File: src/rtl/dec2bin_iter_if.sv
// Operand/result handshake bundle for the BCD-to-binary converter.
// The master side supplies operands and consumes results; the slave side is the converter.
interface dec2bin_iter_if #(
  parameter int unsigned NumDigits   = 3,
  parameter int unsigned DigitWidth  = 4,
  parameter int unsigned ResultWidth = 16
) ();
  logic                              in_valid;
  logic                              in_ready;
  logic [NumDigits*DigitWidth-1:0]   digits;
  logic                              digit_sign;
  logic                              out_valid;
  logic                              out_ready;
  logic [ResultWidth-1:0]            unsign_dec;
  logic [ResultWidth-1:0]            signed_dec;
  logic                              overflow;
  logic                              digit_err;

  modport master (
    output in_valid, digits, digit_sign, out_ready,
    input  in_ready, out_valid, unsign_dec, signed_dec, overflow, digit_err
  );

  modport slave (
    input  in_valid, digits, digit_sign, out_ready,
    output in_ready, out_valid, unsign_dec, signed_dec, overflow, digit_err
  );
endinterface

File: src/rtl/dec2bin_iter.sv
// Sequential BCD-to-binary converter: one x10+d step per cycle, MSD first, then an
// optional two's-complement negation. Results leave over a valid/ready handshake with
// sticky overflow and bad-digit flags attached.
module dec2bin_iter #(
  parameter int unsigned NumDigits   = 3,
  parameter int unsigned DigitWidth  = 4,
  parameter int unsigned ResultWidth = 16
) (
  input logic           clk_i,
  input logic           rst_ni,
  dec2bin_iter_if.slave bus
);

  localparam int unsigned IdxWidth  = (NumDigits > 1) ? $clog2(NumDigits) : 1;
  localparam int unsigned WideWidth = ResultWidth + 4;

  localparam logic [IdxWidth-1:0]    LastIdx  = IdxWidth'(NumDigits - 1);
  localparam logic [DigitWidth-1:0]  MaxDigit = DigitWidth'(9);
  // Largest magnitudes representable as positive / negative signed results.
  localparam logic [ResultWidth-1:0] MaxPos   = {1'b0, {(ResultWidth-1){1'b1}}};
  localparam logic [ResultWidth-1:0] MaxNeg   = {1'b1, {(ResultWidth-1){1'b0}}};

  typedef enum logic [1:0] {StIdle, StConv, StNeg, StDone} state_e;

  state_e                          state_q;
  logic [NumDigits*DigitWidth-1:0] digits_q;
  logic                            sign_q;
  logic [ResultWidth-1:0]          acc_q;
  logic [IdxWidth-1:0]             idx_q;
  logic [ResultWidth-1:0]          unsign_q;
  logic [ResultWidth-1:0]          signed_q;
  logic                            overflow_q;
  logic                            digit_err_q;

  logic [DigitWidth-1:0]           cur_digit;
  logic [WideWidth-1:0]            step_wide;

  // Select the digit under the index and form acc*10 + digit with headroom for overflow.
  always_comb begin
    cur_digit = digits_q[idx_q*DigitWidth +: DigitWidth];
    step_wide = (WideWidth'(acc_q) << 3) + (WideWidth'(acc_q) << 1) + WideWidth'(cur_digit);
  end

  // Control FSM with the datapath and registered result outputs.
  always_ff @(posedge clk_i or negedge rst_ni) begin
    if (!rst_ni) begin
      state_q     <= StIdle;
      digits_q    <= '0;
      sign_q      <= 1'b0;
      acc_q       <= '0;
      idx_q       <= '0;
      unsign_q    <= '0;
      signed_q    <= '0;
      overflow_q  <= 1'b0;
      digit_err_q <= 1'b0;
    end else begin
      unique case (state_q)
        StIdle: begin
          if (bus.in_valid) begin
            digits_q    <= bus.digits;
            sign_q      <= bus.digit_sign;
            acc_q       <= '0;
            idx_q       <= LastIdx;
            overflow_q  <= 1'b0;
            digit_err_q <= 1'b0;
            state_q     <= StConv;
          end
        end
        StConv: begin
          acc_q <= step_wide[ResultWidth-1:0];
          if (|step_wide[WideWidth-1:ResultWidth]) overflow_q <= 1'b1;
          // Out-of-range digits are flagged but still folded in at face value.
          if (cur_digit > MaxDigit) digit_err_q <= 1'b1;
          if (idx_q == '0) begin
            state_q <= StNeg;
          end else begin
            idx_q <= idx_q - IdxWidth'(1);
          end
        end
        StNeg: begin
          unsign_q <= acc_q;
          signed_q <= sign_q ? (~acc_q + ResultWidth'(1)) : acc_q;
          if ((!sign_q && (acc_q > MaxPos)) || (sign_q && (acc_q > MaxNeg))) begin
            overflow_q <= 1'b1;
          end
          state_q <= StDone;
        end
        StDone: begin
          if (bus.out_ready) state_q <= StIdle;
        end
        default: state_q <= StIdle;
      endcase
    end
  end

  assign bus.in_ready   = (state_q == StIdle);
  assign bus.out_valid  = (state_q == StDone);
  assign bus.unsign_dec = unsign_q;
  assign bus.signed_dec = signed_q;
  assign bus.overflow   = overflow_q;
  assign bus.digit_err  = digit_err_q;

endmodule

File: src/flat_wrapper.sv
// flat-port wrapper written by rule: the top's interface ports become plain ports
module dec2bin_iter_flat 
#(
  parameter int unsigned NumDigits   = 3,
  parameter int unsigned DigitWidth  = 4,
  parameter int unsigned ResultWidth = 16
)
  (clk_i, rst_ni, bus_in_valid, bus_digits, bus_digit_sign, bus_out_ready, bus_in_ready, bus_out_valid, bus_unsign_dec, bus_signed_dec, bus_overflow, bus_digit_err);
  dec2bin_iter_if #(.NumDigits(NumDigits), .DigitWidth(DigitWidth), .ResultWidth(ResultWidth)) bus_i ();
  input logic clk_i;
  input logic rst_ni;
  input wire logic [$bits(bus_i.in_valid)-1:0] bus_in_valid;
  input wire logic [$bits(bus_i.digits)-1:0] bus_digits;
  input wire logic [$bits(bus_i.digit_sign)-1:0] bus_digit_sign;
  input wire logic [$bits(bus_i.out_ready)-1:0] bus_out_ready;
  output wire logic [$bits(bus_i.in_ready)-1:0] bus_in_ready;
  output wire logic [$bits(bus_i.out_valid)-1:0] bus_out_valid;
  output wire logic [$bits(bus_i.unsign_dec)-1:0] bus_unsign_dec;
  output wire logic [$bits(bus_i.signed_dec)-1:0] bus_signed_dec;
  output wire logic [$bits(bus_i.overflow)-1:0] bus_overflow;
  output wire logic [$bits(bus_i.digit_err)-1:0] bus_digit_err;
  assign bus_i.in_valid = bus_in_valid;
  assign bus_i.digits = bus_digits;
  assign bus_i.digit_sign = bus_digit_sign;
  assign bus_i.out_ready = bus_out_ready;
  assign bus_in_ready = bus_i.in_ready;
  assign bus_out_valid = bus_i.out_valid;
  assign bus_unsign_dec = bus_i.unsign_dec;
  assign bus_signed_dec = bus_i.signed_dec;
  assign bus_overflow = bus_i.overflow;
  assign bus_digit_err = bus_i.digit_err;
  dec2bin_iter #(.NumDigits(NumDigits), .DigitWidth(DigitWidth), .ResultWidth(ResultWidth)) u_core (.clk_i(clk_i), .rst_ni(rst_ni), .bus(bus_i));
endmodule
File: config.mk
export PLATFORM = sky130hd
export DESIGN_NAME = dec2bin_iter_flat
export DESIGN_NICKNAME = d
export VERILOG_FILES = /design/src/rtl/dec2bin_iter_if.sv /design/src/rtl/dec2bin_iter.sv /design/src/flat_wrapper.sv
export SDC_FILE = /design/constraint.sdc
export NUM_CORES = 1
export LEC_CHECK = 0
export BUFFER_PORTS_ARGS = -buffer_cell sky130_fd_sc_hd__buf_4
export CORE_MARGIN = 8
export CORE_UTILIZATION = 30
export CTS_CLUSTER_DIAMETER = 100
export DETAILED_ROUTE_END_ITERATION = 10
export PLACE_DENSITY = 0.57
export SKIP_LAST_GASP = 1
export SYNTH_ARGS = -nofsm -noshare
export SYNTH_HDL_FRONTEND = slang
export SYNTH_SLANG_ARGS = --single-unit
File: constraint.sdc
create_clock -name clk_i -period 10 [get_ports clk_i]
set_clock_uncertainty 0.1 [all_clocks]
set_input_delay 2 -clock clk_i [delete_from_list [all_inputs] [get_ports clk_i]]
set_output_delay 2 -clock clk_i [all_outputs]
set_load 0.02 [all_outputs]
; After elaboration in Yosys (flattened, before gate mapping)
; Index checks and enable logic that the tools add are counted.
[totals]
rom_bits = 0
ramBits = 0
memories = 0
ff_bits = 67
out_inout_bits = 36
input_bits = 17
wordCells = 59
latchBits = 0
[op_classes]
eq_ne = 10
n_bitwise = 1
shift = 1
n_div = 0
n_mux = 16
n_reduce_logical = 15
mul = 0
n_lt_le_gt_ge = 3
addsub = 4
[ops]
columns = operator, n
row1 = 16-bit 2-to-1 mux, 2
row2 = 16-bit one-hot mux with 2 select lines, 1
row3 = 19-bit by 17-bit adder with 20-bit output, 1
row4 = 20-bit by 4-bit adder with 20-bit output, 1
row5 = "16-bit by 1-bit adder with 16-bit output, second input constant", 1
row6 = "16-bit by 15-bit greater-than comparator with 1-bit output, second input constant", 1
row7 = "16-bit greater-than comparator, second input constant", 1
row8 = 16-bit inverter, 1
row9 = 12-bit by 5-bit indexed part select with 4-bit output, 1
row10 = 2-bit 2-to-1 mux, 5
row11 = 3-bit AND reduction, 3
row12 = "2-bit by 1-bit inequality test with 1-bit output, second input constant", 4
row13 = 2-bit one-hot mux with 4 select lines, 1
row14 = "2-bit inequality test, second input constant", 3
row15 = "2-bit equality test, second input constant", 2
row16 = "4-bit greater-than comparator, second input constant", 1
row17 = 2-bit logical NOT, 2
row18 = 1-bit 2-to-1 mux, 4
row19 = 2-bit one-hot mux with 2 select lines, 1
row20 = 2-bit AND reduction, 2
row21 = 4-bit AND reduction, 1
row22 = 4-bit OR reduction, 1
row23 = 1-bit one-hot mux with 3 select lines, 1
row24 = 3-bit nonzero test, 1
row25 = other kinds (7), 8

; Logic depth before layout (Yosys ltp)
; Gate-level depths: netlist of run 1.
[depth]
depth_word = 5
mapped_depth = 15
ltp_nobuf = 15

; Worst setup path after synthesis of run 1
; OpenSTA, ideal clock, no wires.
[synth_timing]
path_kind = register -> register
startpoint = register u_core.idx_q[0]
endpoint = register u_core.overflow_q (netlist: u_core.bus.overflow)
required_ps = 9772
setup_ps = 128
arrival_time_ps = 3102
path_buffers = 1
setup_slack_ps = 6671
path_stages_with_launch = 15
path_cell_list = dfrtp_1 > clkbuf_1 > mux2i_1 > nor2_1 > a21oi_1 > fa_1 > inv_1 > ha_1 > a211oi_1 > o211ai_1 > nand3_1 > a21boi_0 > a221oi_1 > a31oi_1 > mux2_1
[synth_between]
elab_chain_cells = 5
[synth_rtl]
columns = item, line_no
row1 = start: declaration, dec2bin_iter.sv:29  ; logic [IdxWidth-1:0] idx_q;
row2 = start signal: assignment, dec2bin_iter.sv:63  ; idx_q <= LastIdx;
row3 = start signal: assignment, dec2bin_iter.sv:77  ; idx_q <= idx_q - IdxWidth'(1);
row4 = 12-bit by 5-bit indexed part select with 4-bit output, dec2bin_iter.sv:40  ; cur_digit = digits_q[idx_q*DigitWidth +: DigitWidth];
row5 = 20-bit by 4-bit adder with 20-bit output, dec2bin_iter.sv:41  ; step_wide = (WideWidth'(acc_q) << 3) + (WideWidth'(acc_q) << 1) + WideWidth'(cur_digit);
row6 = 4-bit OR reduction, dec2bin_iter.sv:71  ; if (|step_wide[WideWidth-1:ResultWidth]) overflow_q <= 1'b1;
row7 = 2-bit by 1-bit inequality test with 1-bit output (no line), --
row8 = 4-bit AND reduction (no line), --
row9 = end signal: assignment, dec2bin_iter.sv:54  ; overflow_q <= 1'b0;
row10 = end signal: assignment, dec2bin_iter.sv:71
row11 = end signal: assignment, dec2bin_iter.sv:84  ; overflow_q <= 1'b1;
row12 = end: declaration, dec2bin_iter.sv:32  ; logic overflow_q;
; No other way between the ends.
; A chain may end at the register's enable or synchronous reset.

; Worst setup path in the final report of run 1
; Ends and elaborated chain as after synthesis.

==> flow_summary.yaml, run 1 <==
worst_setup_path:
  cp-start-kind: "register"
  r2r_slack_ns: 6.36
  endpoint_kind: "register"
  cp.arrival_ns: 3.75
  timing.rr.start: "u_core.idx_q[0]"
  crit_end: "u_core.bus.overflow"
  crit_fanout: 9
  critical_path_required_ns: 10.12
  crit_start: "u_core.idx_q[0]"
  worst-setup-path-type: "reg2reg"
  reg2reg_to: "u_core.bus.overflow"
  reg2reg_depth: 13
routing:
  routed_wl_um: 9220
  drt-initial-drc-count: 210
  final_antenna_net_count: 0
  vias: 3033
  drcViolationCount: 0
  first_pass_iters: 4
  avgRoutedWirePerCell_um: 15.1
  viasPerCell: 4.96
logic_synthesis:
  yosysSeqAreaShare_pct: 42.1
  postSynthCellCount: 382
  ys_seq_elements: 66
  synth_cell_type_count: 55
  syn_area_um2: 3930
  syn_nets: 438
  avgSynthCellArea_um2: 10.3
  synth-async-reset-ratio_pct: 100
  synthFlopType: "dfrtp_1"
  synth_edf_count: 0
  yosys_warnings: 0
placement:
  gp_congestion: 0.865
  dp_cells: 599
  post-dp-hpwl_um: 6750
  port_buffers: 52
cells_and_area:
  area_growth_syn_to_layout_pct: 20.7
  diodes: 0
  fill_cells: 1357
  multi_input_area_um2: 2160
  drive_gt1_share_pct: 23.4
  layout_commonest_cell: "dfrtp_1"
  seq_area_um2: 1650
  nets: 490
  layout.cells.non_filler: 611
  final_cell_mix: "dfrtp_1 (66), buf_4 (53), ha_1 (36), nand2_1 (33), a21oi_1 (31)"
hold_path:
  hold_path_class: "reg2reg"
timing:
  setup_tns_ns: 0
  slew_viol_final: 0
  slew-limit-headroom_pct: 35.9
  rsz0062_at_grt: "no"
  setup_violations: 0
  final.period_utilization_pct: 36.4
  fin_crit_ns: 3.64
  finalHoldViolations: 0
  worst_pin_slew_ns: 0.962
  fmax_mhz: 275
power_and_ir_drop:
  ir_worst_vdd_uv: 202
  p_leak_nw: 2.29
  p_per_area_nw_per_um2: 335
clock_network:
  ctsHoldBuffers: 0
  post_cts_buffers: 0
  htreeDepth: 3
  cts_tree: "done"
  clk_path_buf_depth: 2
  insertion_delay_ns: 0.33
  cts_buffers: 9
  path_clk_slew_ns: 0.05
  clock_sinks: 66
  cts.repair.resized: 0
  cts_root_buf: "clkbuf_16"
global_routing:
  grt_remaining_overflow: 0
  use_met3_pct: 4.14
  met2_usage_pct: 16.9
  grtUsageMet1_pct: 15.9
  antenna_found_initial: 0
  grt_pass1_vias: 3063
  grt_pass1_wl_um: 15500
  grt_busiest_layer: "met2"
  grt_max_degree: 67
  grt_usage_pct: 11.7
floorplanning:
  rows: 42
  die_area_um2: 17000
  io_pins: 53
  coreArea_um2: 13000
  initial_core_util_pct: 30.1
  die_y_um: 130
  die_w_um: 130
job:
  cap_violations: 0
outcome:
  outcome: "completed"
cell usage after synthesis (3+ instances only):
library cell  number  area, um2
nand2b_1           3       18.8
a21oi_1           31        155
xnor2_1            5       43.8
nor2b_1            3       18.8
a21boi_0           3       22.5
xor2_1            19        166
nor2_1            29        109
nand2_1           33        124
inv_1             17       63.8
nand3_1            4       20.0
dfrtp_1           66       1650
nor3_1             5       25.0
o21ai_0           24        120
or3_1              4       25.0
a22o_1             3       26.3
o211ai_1           3       22.5
o31ai_1            6       45.0
mux2_2            29        327
ha_1              37        463
mux2i_1            6       60.1
clkbuf_1           9       33.8
flip-flops by register name, indices dropped and copies added (netlist names):
name,cells
u_core.bus.overflow,1
u_core.bus.unsign_dec,15
u_core.sign_q,1
u_core.idx_q,2
u_core.bus.digit_err,1
u_core.digits_q,12
u_core.state_q,2
u_core.acc_q,16
u_core.bus.signed_dec,16
worst max-delay path, cell delays in order (launching register included):
cell and delay [ns]:
dfrtp_1 0.54, mux2i_1 0.24, nor2_1 0.07, a21oi_1 0.24, fa_1 0.51, inv_1 0.08
ha_1 0.24, a211oi_1 0.33, o211ai_1 0.18, nand3_1 0.12, a21boi_0 0.14, a221oi_1 0.27
a31oi_1 0.13, mux2_1 0.32
report_power, final:
part | switching [mW] | internal (mW)
Sequential | 0.112 | 0.385
Combinational | 0.447 | 0.366
Clock | 0.107 | 0.168
area by class of cell:
type	count	area share [%]
clock inverters	1	0.106
multi-input cells	287	45.5
inverters	17	1.35
clock buffers	11	5.12
repair buffers	53	8.40
well taps	176	4.65
flip-flops and latches	66	34.9
per-stage QoR:
step	utilization [%]	worst slack [ns]	hold slack [ns]	area [um2]	total power, mW
floorplan	-	6.67	0.379	3930	1.05
global placement	34.5	6.56	0.391	4490	1.30
detailed placement	34.5	6.37	0.393	4490	1.32
CTS	36.4	6.36	0.404	4740	1.61
global route	36.4	6.09	0.427	4740	1.72
finish	36.4	6.36	0.402	4740	1.59
metal layers:
layer | vias to the layer above | share of wire [%]
met3 | 7 | 6.9
li1 | 1472 | -
met2 | 74 | 43
met1 | 1480 | 49
met4 | 0 | 1.2
met5 | - | 0
logic make-up after synthesis:
| group | share of synthesized area (%) |
|---|---|
| AOI/OAI and AO/OA | 15.4 |
| and+or+nand+nor | 11.2 |
| DFF | 42.1 |
| adders and majority gates | 12.8 |
| muxes | 10.1 |
| buffers and inverters | 3.06 |
| xor gates and xnor gates | 5.35 |
worst min path at each step:
| stage | from | to | slack [ns] | cells past startpoint |
|---|---|---|---|---|
| floorplan | u_core.digits_q[0] | u_core.digits_q[0] | 0.38 | 1 |
| global placement | u_core.bus.unsign_dec[6] | u_core.bus.unsign_dec[6] | 0.39 | 1 |
| detailed placement | u_core.digits_q[1] | u_core.digits_q[1] | 0.39 | 1 |
| CTS | u_core.digits_q[1] | u_core.digits_q[1] | 0.40 | 1 |
| global route | u_core.bus.unsign_dec[10] | u_core.bus.unsign_dec[10] | 0.43 | 1 |
| finish | u_core.bus.unsign_dec[5] | u_core.bus.unsign_dec[5] | 0.40 | 1 |
Note: power is estimated with default switching activity, not from simulation.
==> inputs of run 2 (changes only) <==
==> constraint.sdc (replaced) <==
create_clock -name clk_i -period 3.4 [get_ports clk_i]
set_clock_uncertainty 0.1 [all_clocks]
set_input_delay 0.68 -clock clk_i [delete_from_list [all_inputs] [get_ports clk_i]]
set_output_delay 0.68 -clock clk_i [all_outputs]
set_load 0.02 [all_outputs]
==> flow_summary.yaml, run 2 (synthesized netlist as in run 1, its figures left out) <==
routing:
  first_pass_iters: 4
  vias: 3042
  final_antenna_net_count: 0
  routed_wl_um: 9280
  viasPerCell: 4.89
  avgRoutedWirePerCell_um: 14.9
  drt-initial-drc-count: 195
  drcViolationCount: 0
clock_network:
  ctsHoldBuffers: 0
  clk_path_buf_depth: 2
  htreeDepth: 3
  cts_root_buf: "clkbuf_16"
  insertion_delay_ns: 0.33
  cts_buffers: 9
  post_cts_buffers: 0
  clock_sinks: 66
  path_clk_slew_ns: 0.05
  cts.repair.resized: 0
  cts_tree: "done"
global_routing:
  grt_remaining_overflow: 0
  antenna_found_initial: 0
  grt_pass1_vias: 3076
  grt_pass1_wl_um: 15500
  grt_usage_pct: 11.5
  grt_max_degree: 67
placement:
  port_buffers: 52
  gp_congestion: 0.869
  post-dp-hpwl_um: 6750
worst_setup_path:
  cp.arrival_ns: 3.35
  r2r_slack_ns: 0.16
  cp-start-kind: "register"
  critical_path_required_ns: 3.51
  worst-setup-path-type: "reg2reg"
  crit_fanout: 4
  endpoint_kind: "register"
power_and_ir_drop:
  power_mw: 4.90
  pwr-share-clk_pct: 19.3
  p_switching_mw: 2.01
  switching_share_pct: 40.9
  pwr-share-seq_pct: 28.9
  p_int_mw: 2.89
  p_per_area_nw_per_um2: 998
  combPwrFrac_pct: 51.7
  p_leak_nw: 2.35
  ir_worst_vdd_uv: 519
timing:
  final.period_utilization_pct: 95.3
  finalHoldViolations: 0
  setup_tns_ns: 0
  worst_pin_slew_ns: 0.964
  rsz0062_at_grt: "yes"
  slew_viol_final: 0
  slew-limit-headroom_pct: 35.7
  setup_violations: 0
  fmax_mhz: 309
  fin_crit_ns: 3.24
cells_and_area:
  multi_input_area_um2: 2210
  area_growth_syn_to_layout_pct: 25.0
  fill_cells: 1343
  final_cell_mix: "dfrtp_1 (65), buf_4 (61), ha_1 (35), nand2_1 (33), a21oi_1 (30)"
  seq_area_um2: 1650
  drive_gt1_share_pct: 27.1
  nets: 498
  diodes: 0
  layout_commonest_cell: "dfrtp_1"
floorplanning:
  coreArea_um2: 13000
  io_pins: 53
  die_area_um2: 17000
  die_y_um: 130
  rows: 42
  initial_core_util_pct: 30.1
  die_w_um: 130
job:
  cap_violations: 0
hold_path:
  hold_path_class: "in2async"
outcome:
  outcome: "completed"
[run 2: cell count changes in the layout (fill, tap and decap cells not counted), moves of 2 or more]
cell      change
clkbuf_8      +2
o21ai_1       +2
buf_4         +8
o21ai_0       -2
[run 2: per-layer routing]
layer / global-route usage, % / up-vias / wire (um)
met4: 4.32 / 0 / 116
met2: 16.8 / 66 / 3990
met3: 3.77 / 11 / 573
met1: 15.5 / 1476 / 4600
li1: - / 1489 / -
met5: 0 / - / 0
[run 2: worst max-delay path, stage by stage (launching register included)]
cell and delay [ns]:
dfrtp_2 0.43, mux2i_1 0.13, nor2_1 0.15, a21oi_2 0.06
fa_1 0.56, inv_1 0.09, ha_4 0.28, a211oi_2 0.06
o211ai_1 0.26, nand3_1 0.11, a21boi_1 0.23, a221oi_1 0.12
a31oi_1 0.20, mux2_1 0.33
[run 2: power by group through the flow]
stage	clock network (mW)	registers, mW	logic (mW)
6_report	0.947	1.42	2.53
5_1_grt	1.00	1.48	2.83
4_1_cts	0.970	1.42	2.50
3_5_place_dp	0	1.43	2.48
3_3_place_gp	0	1.42	2.44
2_1_floorplan	0	1.57	1.53
[run 2: final cells by class]
class | count | share of cell area [%]
well taps | 176 | 4.49
multi-input cells | 287 | 45.0
inverters | 17 | 1.30
clock inverters | 2 | 0.714
flip-flops and latches | 66 | 33.7
clock buffers | 13 | 5.51
repair buffers | 61 | 9.33
[run 2: per-stage QoR]
step / util, % / instance area [um2] / worst slack, ns / hold slack, ns / std cells
final: 37.7 / 4910 / 0.160 / 0.357 / 622
after global routing: 37.7 / 4910 / -0.0202 / 0.420 / 622
after CTS: 37.3 / 4860 / 0.0116 / 0.392 / 622
after floorplan: - / 3930 / 0.0707 / 0.284 / 382
after detailed placement: 34.9 / 4550 / 0.0223 / 0.398 / 607
after global placement: 34.9 / 4550 / 0.122 / 0.391 / 607
[run 2: path summary, 6_finish.rpt]
kind	startpoint	end	cells past startpoint
setup / recovery	u_core.idx_q[0]	u_core.bus.overflow	13
hold / removal	rst_ni	u_core.digits_q[1]	1
setup reg to reg	u_core.idx_q[0]	u_core.bus.overflow	13
hold reg to reg	u_core.bus.digit_err	u_core.bus.digit_err	1
max in group asynchronous	rst_ni	u_core.idx_q[0]	1
min in group clk_i	u_core.bus.digit_err	u_core.bus.digit_err	1
==> inputs of run 3 (changes only) <==
--- a/config.mk
+++ b/config.mk
@@ -11,6 +11,7 @@
 export CTS_CLUSTER_DIAMETER = 100
 export DETAILED_ROUTE_END_ITERATION = 10
 export PLACE_DENSITY = 0.57
+export REMOVE_ABC_BUFFERS = 1
 export SKIP_LAST_GASP = 1
 export SYNTH_ARGS = -nofsm -noshare
 export SYNTH_HDL_FRONTEND = slang
==> flow_summary.yaml, run 3 (synthesized netlist as in run 1, its figures left out) <==
floorplanning:
  rows: 42
  io_pins: 53
  initial_core_util_pct: 30.1
  coreArea_um2: 13000
  die_area_um2: 17000
  die_w_um: 130
  die_y_um: 130
timing:
  final.period_utilization_pct: 95.7
  slew-limit-headroom_pct: 41.6
  rsz0062_at_grt: "yes"
  setup_violations: 0
  setup_ws_ns: 0.148
  slew_viol_final: 0
  setup_tns_ns: 0
  fin_crit_ns: 3.25
  worst_pin_slew_ns: 0.876
  finalHoldViolations: 0
  fmax_mhz: 307
global_routing:
  grt_max_degree: 67
  antenna_found_initial: 0
  grt_remaining_overflow: 0
  grt_pass1_wl_um: 15300
  grt_pass1_vias: 3120
  grt_usage_pct: 11.4
clock_network:
  cts_buffers: 9
  clock_sinks: 66
  clk_path_buf_depth: 2
  cts_root_buf: "clkbuf_16"
  insertion_delay_ns: 0.33
  path_clk_slew_ns: 0.06
  cts_tree: "done"
  ctsHoldBuffers: 0
  htreeDepth: 3
worst_setup_path:
  endpoint_kind: "register"
  crit_fanout: 5
  timing.rr.start: "u_core.idx_q[0]"
  critical_path_required_ns: 3.52
  cp-start-kind: "register"
  r2r_slack_ns: 0.15
  reg2reg_to: "u_core.bus.overflow"
  reg2reg_depth: 13
  cp.arrival_ns: 3.37
  worst-setup-path-type: "reg2reg"
cells_and_area:
  area_growth_syn_to_layout_pct: 24.2
  layout_commonest_cell: "dfrtp_1"
  utilization_pct: 37.4
  nets: 499
  layout.cells.non_filler: 623
  drive_gt1_share_pct: 28.0
  final_cell_mix: "dfrtp_1 (65), buf_4 (62), ha_1 (35), nand2_1 (33), a21oi_1 (30)"
  diodes: 0
  fill_cells: 1355
power_and_ir_drop:
  switching_share_pct: 42.1
  p_per_area_nw_per_um2: 981
  p_switching_mw: 2.01
  combPwrFrac_pct: 53.1
  p_leak_nw: 2.34
  p_int_mw: 2.77
  power_mw: 4.78
  ir_worst_vdd_uv: 436
  pwr-share-clk_pct: 16.8
  pwr-share-seq_pct: 30.0
routing:
  routed_wl_um: 9350
  viasPerCell: 4.84
  drt-initial-drc-count: 173
  avgRoutedWirePerCell_um: 15.0
  drcViolationCount: 0
  final_antenna_net_count: 0
  first_pass_iters: 4
  vias: 3013
job:
  cap_violations: 0
placement:
  gp_congestion: 0.844
  dp_cells: 606
  post-dp-hpwl_um: 6600
  place_ws_ns: -0.00671
  port_buffers: 52
outcome:
  outcome: "completed"
hold_path:
  hold_path_class: "in2async"
==> run 3: how the worst max path moves through the flow <==
| stage | start | endpoint |
|---|---|---|
| 6_report | u_core.idx_q[0] | u_core.bus.overflow |
| 5_1_grt | u_core.idx_q[0] | u_core.bus.overflow |
| 4_1_cts | u_core.idx_q[0] | u_core.acc_q[12] |
| 3_5_place_dp | u_core.idx_q[0] | u_core.bus.overflow |
| 3_3_place_gp | u_core.idx_q[0] | u_core.bus.overflow |
| 2_1_floorplan | u_core.idx_q[0] | u_core.bus.overflow |
==> run 3: layout make-up <==
cell class                 instances  area, um2  share of cell area [%]
timing repair buffer              62        465                    9.55
clock buffer                      11        233                    4.77
inverter                          17       63.8                    1.31
tap                              176        220                    4.52
sequential                        66       1650                    33.9
multi-input combinational        287       2220                    45.5
clock inverter                     4       20.0                   0.411
==> run 3: per-stage QoR <==
step                      hold slack, ns  cell area (um2)
after global routing               0.414             4880
after CTS                          0.398             4800
after global placement             0.392             4540
after detailed placement           0.402             4540
final                              0.335             4880
after floorplan                    0.284             3870
==> run 3: worst max-delay path: stages (launching register included) <==
cell      delay, ns
dfrtp_2        0.45
mux2i_1        0.14
nor2_1         0.15
a21oi_2        0.07
fa_1           0.57
inv_2          0.06
ha_4           0.28
a211oi_4       0.05
o211ai_1       0.26
nand2_1        0.16
o221ai_2       0.21
o211ai_1       0.13
a31oi_1        0.17
mux2_1         0.33
==> run 3: layer usage <==
metal  wire length (um)  global-route usage (%)  up-vias
met5                  0                       0        -
met4                153                    4.12        0
met3                558                    3.73       11
met2               4490                    18.6       68
met1               4140                    13.9     1442
li1                   -                       -     1492
==> run 3: what timing repair did <==
action	4_1_cts	5_1_grt
pin swaps	0	10
setup endpoints to repair	1	4
gates resized for setup	2	16
buffers inserted	0	2
cloned	0	0
==> run 3: power groups by stage <==
| stage | Combinational, mW | Clock, mW | Sequential (mW) |
|---|---|---|---|
| 5_1_grt | 2.85 | 0.867 | 1.49 |
| 6_report | 2.54 | 0.805 | 1.44 |
| 3_3_place_gp | 2.45 | 0 | 1.44 |
| 4_1_cts | 2.50 | 0.832 | 1.44 |
| 3_5_place_dp | 2.48 | 0 | 1.45 |
| 2_1_floorplan | 1.46 | 0 | 1.60 |
